==> src/rtl/adder_result_stage.sv <==
// ============================================================================
// Module   : adder_result_stage
// Brief    : Registered result stage after the 32-bit adders: derives N/Z/C/V,
//            buffers results in a 2-entry skid buffer with valid/ready, and
//            keeps a saturating overflow count. Optional parity storage is
//            enabled by defining ADDER_RESULT_PARITY_EN.
// Revision : 1.0 - initial release
// ============================================================================
`default_nettype none

module adder_result_stage #(
  parameter int WIDTH = 32,
  parameter int CNT_W = 16
) (
  input  logic             clk,
  input  logic             rst,
  input  logic             in_valid,
  output logic             in_ready,
  input  logic [WIDTH-1:0] in_sum,
  input  logic             in_cout,
  input  logic             in_a_msb,
  input  logic             in_b_msb,
  output logic             out_valid,
  input  logic             out_ready,
  output logic [WIDTH-1:0] out_sum,
  output logic [3:0]       out_flags,
  output logic             out_parity,
  output logic [CNT_W-1:0] ovf_cnt,
  input  logic             cnt_clr
);

  localparam logic [CNT_W-1:0] c_CNT_MAX = {CNT_W{1'b1}};

  logic             head_valid_q, head_valid_d;
  logic [WIDTH-1:0] head_sum_q,   head_sum_d;
  logic [3:0]       head_flags_q, head_flags_d;
  logic             skid_valid_q, skid_valid_d;
  logic [WIDTH-1:0] skid_sum_q,   skid_sum_d;
  logic [3:0]       skid_flags_q, skid_flags_d;
  logic             in_ready_q,   in_ready_d;
  logic [CNT_W-1:0] ovf_cnt_q,    ovf_cnt_d;

  logic             w_accept;
  logic             w_pop;
  logic             w_head_load;
  logic [3:0]       w_in_flags;

  assign w_accept    = in_valid && in_ready_q;
  assign w_pop       = head_valid_q && out_ready;
  assign w_head_load = !head_valid_q || w_pop;

  // Flags are frozen at accept time and travel with the sum.
  assign w_in_flags = {in_sum[WIDTH-1],
                       (in_sum == '0),
                       in_cout,
                       (in_a_msb == in_b_msb) && (in_sum[WIDTH-1] != in_a_msb)};

  always_comb begin
    head_valid_d = head_valid_q;
    head_sum_d   = head_sum_q;
    head_flags_d = head_flags_q;
    skid_valid_d = skid_valid_q;
    skid_sum_d   = skid_sum_q;
    skid_flags_d = skid_flags_q;
    if (w_head_load) begin
      // in_ready is low whenever the skid holds a beat, so no accept collides here.
      if (skid_valid_q) begin
        head_valid_d = 1'b1;
        head_sum_d   = skid_sum_q;
        head_flags_d = skid_flags_q;
        skid_valid_d = 1'b0;
      end else if (w_accept) begin
        head_valid_d = 1'b1;
        head_sum_d   = in_sum;
        head_flags_d = w_in_flags;
      end else begin
        head_valid_d = 1'b0;
      end
    end else if (w_accept) begin
      skid_valid_d = 1'b1;
      skid_sum_d   = in_sum;
      skid_flags_d = w_in_flags;
    end
  end

  assign in_ready_d = !skid_valid_d;

  always_comb begin
    ovf_cnt_d = ovf_cnt_q;
    if (cnt_clr) begin
      ovf_cnt_d = '0;
    end else if (w_accept && w_in_flags[0] && (ovf_cnt_q != c_CNT_MAX)) begin
      ovf_cnt_d = ovf_cnt_q + CNT_W'(1);
    end
  end

  always_ff @(posedge clk) begin
    if (rst) begin
      head_valid_q <= 1'b0;
      head_sum_q   <= '0;
      head_flags_q <= '0;
      skid_valid_q <= 1'b0;
      skid_sum_q   <= '0;
      skid_flags_q <= '0;
      in_ready_q   <= 1'b0;
      ovf_cnt_q    <= '0;
    end else begin
      head_valid_q <= head_valid_d;
      head_sum_q   <= head_sum_d;
      head_flags_q <= head_flags_d;
      skid_valid_q <= skid_valid_d;
      skid_sum_q   <= skid_sum_d;
      skid_flags_q <= skid_flags_d;
      in_ready_q   <= in_ready_d;
      ovf_cnt_q    <= ovf_cnt_d;
    end
  end

`ifdef ADDER_RESULT_PARITY_EN
  logic head_par_q, head_par_d;
  logic skid_par_q, skid_par_d;

  always_comb begin
    head_par_d = head_par_q;
    skid_par_d = skid_par_q;
    if (w_head_load) begin
      if (skid_valid_q) begin
        head_par_d = skid_par_q;
      end else if (w_accept) begin
        head_par_d = ^in_sum;
      end
    end else if (w_accept) begin
      skid_par_d = ^in_sum;
    end
  end

  always_ff @(posedge clk) begin
    if (rst) begin
      head_par_q <= 1'b0;
      skid_par_q <= 1'b0;
    end else begin
      head_par_q <= head_par_d;
      skid_par_q <= skid_par_d;
    end
  end

  assign out_parity = head_par_q;
`else
  assign out_parity = 1'b0;
`endif

  assign in_ready  = in_ready_q;
  assign out_valid = head_valid_q;
  assign out_sum   = head_sum_q;
  assign out_flags = head_flags_q;
  assign ovf_cnt   = ovf_cnt_q;

endmodule

`default_nettype wire
==> config.mk <==
export PLATFORM = sky130hd
export DESIGN_NAME = adder_result_stage
export DESIGN_NICKNAME = d
export VERILOG_FILES = /design/src/rtl/adder_result_stage.sv
export SDC_FILE = /design/constraint.sdc
export NUM_CORES = 1
export LEC_CHECK = 0
export ABC_AREA = 1
export BUFFER_PORTS_ARGS = -buffer_cell sky130_fd_sc_hd__buf_2
export CAP_MARGIN = 40
export CORE_UTILIZATION = 37
export CTS_CLUSTER_SIZE = 30
export DETAILED_ROUTE_END_ITERATION = 8
export GPL_ROUTABILITY_DRIVEN = 0
export PLACE_DENSITY = 0.61
export SLEW_MARGIN = 20
export SYNTH_ARGS = -nofsm -noshare
export SYNTH_HDL_FRONTEND = slang
export SYNTH_SLANG_ARGS = --single-unit
==> constraint.sdc <==
create_clock -name clk -period 1.6 [get_ports clk]
set_input_delay 0.08 -clock clk [delete_from_list [all_inputs] [get_ports clk]]
set_output_delay 0.08 -clock clk [all_outputs]
set_load 0.1 [all_outputs]
Word-level counts from Yosys, hierarchy flattened
Index checks and enable logic that the tools add are counted.

Flip-flop bits (word level): 91. Input port bits: 40. Output and inout bits: 55. Logic and storage cells: 34.

$add $sub $neg: 1. Eq/ne operators: 3. Multiplexer cells: 8. Bitwise logic cells: 1. Reductions and logical operators: 13.

Operator list (count): 2-to-1 mux 32 bit (2); zero test 32 bit (1); adder 16 x 1 -> 16 bit, second input constant (1); inequality test 16 bit, second input constant (1); 2-to-1 mux 4 bit (2); logical AND 1 bit (5); 2-to-1 mux 1 bit (4); AND reduction 2 bit (2); zero test 1 bit (2); nonzero test 2 bit (1); OR reduction 2 bit (1); == test 1 bit (1); logical OR 1 bit (1); inequality test 1 bit (1); inverter 1 bit (1).

Longest topological paths before layout
Depth in word-level cells: 4. Gate-level depth with buffers: 10. Mapped depth without buffers: 9.

Worst setup path before layout
No wires, ideal clock.

Path type: flip-flop to flip-flop. Start point: reg ovf_cnt_q[0] (netlist: ovf_cnt[0]). End point: reg ovf_cnt_q[11] (netlist: ovf_cnt[11]). Setup time: 132 ps. Arrival time: 2111 ps. Data required time: 1468 ps. Slack: -643 ps. Cell stages (with the launch flop): 10. Path buffers: 1. Period minus slack after synthesis: 2243 ps. Cells stage by stage: dfxtp_1 > ha_1 > inv_1 > nor2_2 > nand2_2 > nor2_1 > nor2_4 > buf_6 > nand2_1 > a21oi_2.

Longest elaborated chain between the ends: 2. Elaborated cells on any way between the ends: 3. Classes of those cells: add/sub (1); eq/ne (1); reduce/logical (1).

RTL lines: start, declared (line 41) `logic [CNT_W-1:0] ovf_cnt_q, ovf_cnt_d;`; start signal, assigned (line 115) `ovf_cnt_q <= ovf_cnt_d;`; parallel branches: the longest is 2 deep, another holds adder 16 x 1 -> 16 bit.

Several ways; the timed one is not identified. A chain may end at the register's enable or synchronous reset.

Worst setup path in the final report
Start point: reg ovf_cnt_q[0] (netlist: ovf_cnt[0]). End point: reg ovf_cnt_q[15] (netlist: ovf_cnt[15]).

Same word-level chain as after synthesis.

==> results by group <==
Status
  – Status: complete, no violations

Worst setup path
  – Required time of the critical path: 1.86 ns
  – Arr. time, crit path: 1.73 ns
  – Worst reg2reg path depth: 9
  – Crit-path max FO: 16
  – Worst Path Class, Setup: reg2reg
  – Critical Path Source Type: flop
  – Crit. End Element: flop

Final layout
  – N_diodes: 0
  – Share of cells above drive strength 1: 24.48%
  – Final net count: slightly above 700
  – Area Overhead vs Synth: 31.92%
  – Layout Utilization: 50.11%

Die
  – Chip width: 104.7 um
  – Die footprint: ~11000 sq um
  – Starting Density: 37.98%
  – Die height: roughly 100 um
  – I/O Pins: 95
  – Number of core rows: 37
  – Core Area: 10280 sq um

Clock network
  – Longest Clk Path Bufs: 2
  – Worst-skew pair later-pin latency: ~0.36 ns
  – CTS tree: done
  – Worst-path clk slew: approximately 0.090 ns
  – H-Tree Depth: 3
  – Post-CTS Setup Bufs: 0
  – TritonCTS Buffers: 9
  – Root Buffer: clkbuf_8
  – CTS sink cnt: 89

Yosys
  – Leading cell types by count after synthesis: 128 x nand2_1, 92 x nor2_1, 89 x dfxtp_1
  – Most common cell in the netlist: nand2_1
  – Count of state elements after synthesis: slightly below 90
  – Synth area leaders: dfxtp_1 46%, nand2_1 12%, o21ai_0 9.1%
  – Top_reg_cell synth: dfxtp_1
  – EDFF count, synth: 0
  – Post-synth ARST share: 0%
  – Post-synthesis cell area: 3904 sq um
  – Synth Warn #: 0
  – Synthesized net count: 588
  – Share of the synthesized area in the top cell type: 45.64%
  – Seq/Total Area, Yosys: 45.64%
  – Syn Area/Cell: 7.137 sq um
  – Post-synth top area cell: dfxtp_1
  – Netlist cell types: 27
  – Post-Synthesis Cells: 547

Timing
  – Clock Skews: 0.01062 ns
  – Worst hold slack: 0.03609 ns
  – Fin. max-slew vios: 0
  – Max-slew headroom: 66.21%
  – Final-report setup violation count: 0
  – Unrepaired setup endpoints after global routing: false
  – Setup TNS: 0 ns
  – Worst-margin pin slew: 0.5104 ns
  – FMAX: between 0.6 and 0.7 GHz
  – Final period util: between 90 and 100%
  – Crit path time final: 1.469 ns
  – Number of hold violations in the final report: 0

Hold path
  – Hold Crit Class: in2reg
  – Hold path cells: 4

Pwr
  – VDD IR max: 0.4869 mV
  – P per Cell Area: 996.2 nW/um^2
  – Lkg Pwr: 2.185 nW

Routing
  – DRT antenna net count: 0
  – Starting DRC count in detailed routing: roughly 160
  – Wirelength per Cell: 12.60 um
  – Initial DRT Pass Iterations: 5
  – Vias/cell: 4.855
  – # DRC: 0
  – Detailed-route via count: 3913
  – Final WL: 10160 um

Global route
  – GRT overflow: 0
  – First-pass GRT wire length: 16830 um
  – Vias in the first global route: 3608
  – Total GRT Usage: between 10% and 20%
  – Initial antenna violation count: 1
  – Largest net degree at the start of global routing: between 70 and 80

Run
  – Maxcap violations: 0

Placed design
  – Post-DP HPWL: 6730 um
  – Port Buffers: 93
==> layout by cell type, fill, tap and decap left out, types with 2 or more instances in the layout <==
master,count
a21oi_1,25
inv_4,3
nand2_2,8
inv_2,2
nand3_1,16
buf_12,4
a31oi_1,33
xnor2_1,2
xor2_1,3
nor2_2,5
dfxtp_1,71
nor2_1,92
nand2_1,128
clkbuf_8,10
dlygate4sd3_1,34
buf_2,93
inv_1,23
a21oi_2,4
dfxtp_2,5
dfxtp_4,13
nand4_1,5
o21ai_0,71
bufinv_16,2
buf_4,8
==> final timing paths <==
check,start,endpoint,slack [ns]
setup reg to reg,ovf_cnt[0],ovf_cnt[15],0.13
hold / removal,in_a_msb,skid_flags_q[0],0.04
hold reg to reg,skid_sum_q[18],out_sum[18],0.47
setup / recovery,ovf_cnt[0],ovf_cnt[15],0.13
==> worst max-delay path, stage by stage, from the launching register on <==
cell and delay [ns]:
dfxtp_4 0.38, ha_4 0.18, inv_1 0.06, nor2_2 0.04
nand2_2 0.07, nor2_1 0.07, nor2_4 0.31, nand3_1 0.13
nand2_1 0.08, nor2_1 0.03
==> where the power goes <==
group | internal (W) | leakage [nW] | switching [W] | total [W]
Clock | 0.000929 | 0.117 | 0.000834 | 0.00176
Combinational | 0.000244 | 1.33 | 0.000798 | 0.00104
Sequential | 0.00228 | 0.737 | 0.0000443 | 0.00232
==> per-layer routing <==
metal	part of all wire [%]	GRT usage (%)	vias up
met5	0.098	0	-
met4	0.84	8.149	2
met3	4.7	5.115	8
met2	48	31.65	80
met1	47	23.26	1792
li1	-	-	2031
==> cells by family after synthesis <==
| group | after synthesis | synth area share [%] |
|---|---|---|
| adder cells (fa/ha/maj) | 1 | 0.3205 |
| XOR/XNOR | 5 | 1.122 |
| buffers and inverters | 60 | 7.115 |
| AO/OA/AOI/OAI | 134 | 18.88 |
| AND/OR/NAND/NOR | 257 | 26.83 |
| other | 1 | 0.09606 |
| flip-flops | 89 | 45.64 |
==> per-stage QoR <==
step,total power (W),cells,worst slack (ns),instance area [sq um]
global route,0.005337,806,0.003463,5150
CTS,0.005191,806,0.1220,5144
detailed placement,0.003354,756,0.1451,4577
floorplan,0.003145,547,0.0002311,3971
global placement,0.003342,756,0.1944,4577
finish,0.005130,806,0.1312,5150
==> sequential cells by signal (all words and copies together), names as in the netlist <==
signal,count
in_ready,1
out_flags,3
out_sum,32
out_valid,1
ovf_cnt,16
skid_flags_q,3
skid_sum_q,32
skid_valid_q,1
==> cell type report <==
type / count / area [sq um]
clock buffer: 10 / 137.6
clock inverter: 6 / 88.84
fill: 1031 / 5127
inverter: 28 / 110.1
multi-input combinational: 398 / 1861
sequential: 89 / 1837
tap: 136 / 170.2
timing repair buffer: 139 / 945.9
==> timing repair <==
item / in CTS / in global routing
hold endpoints to repair: 55 / 0
gates resized for setup: 0 / 3
hold buffers: 34 / 0
setup endpoints to repair: 0 / 2
Power figures use the tool's default switching activity.
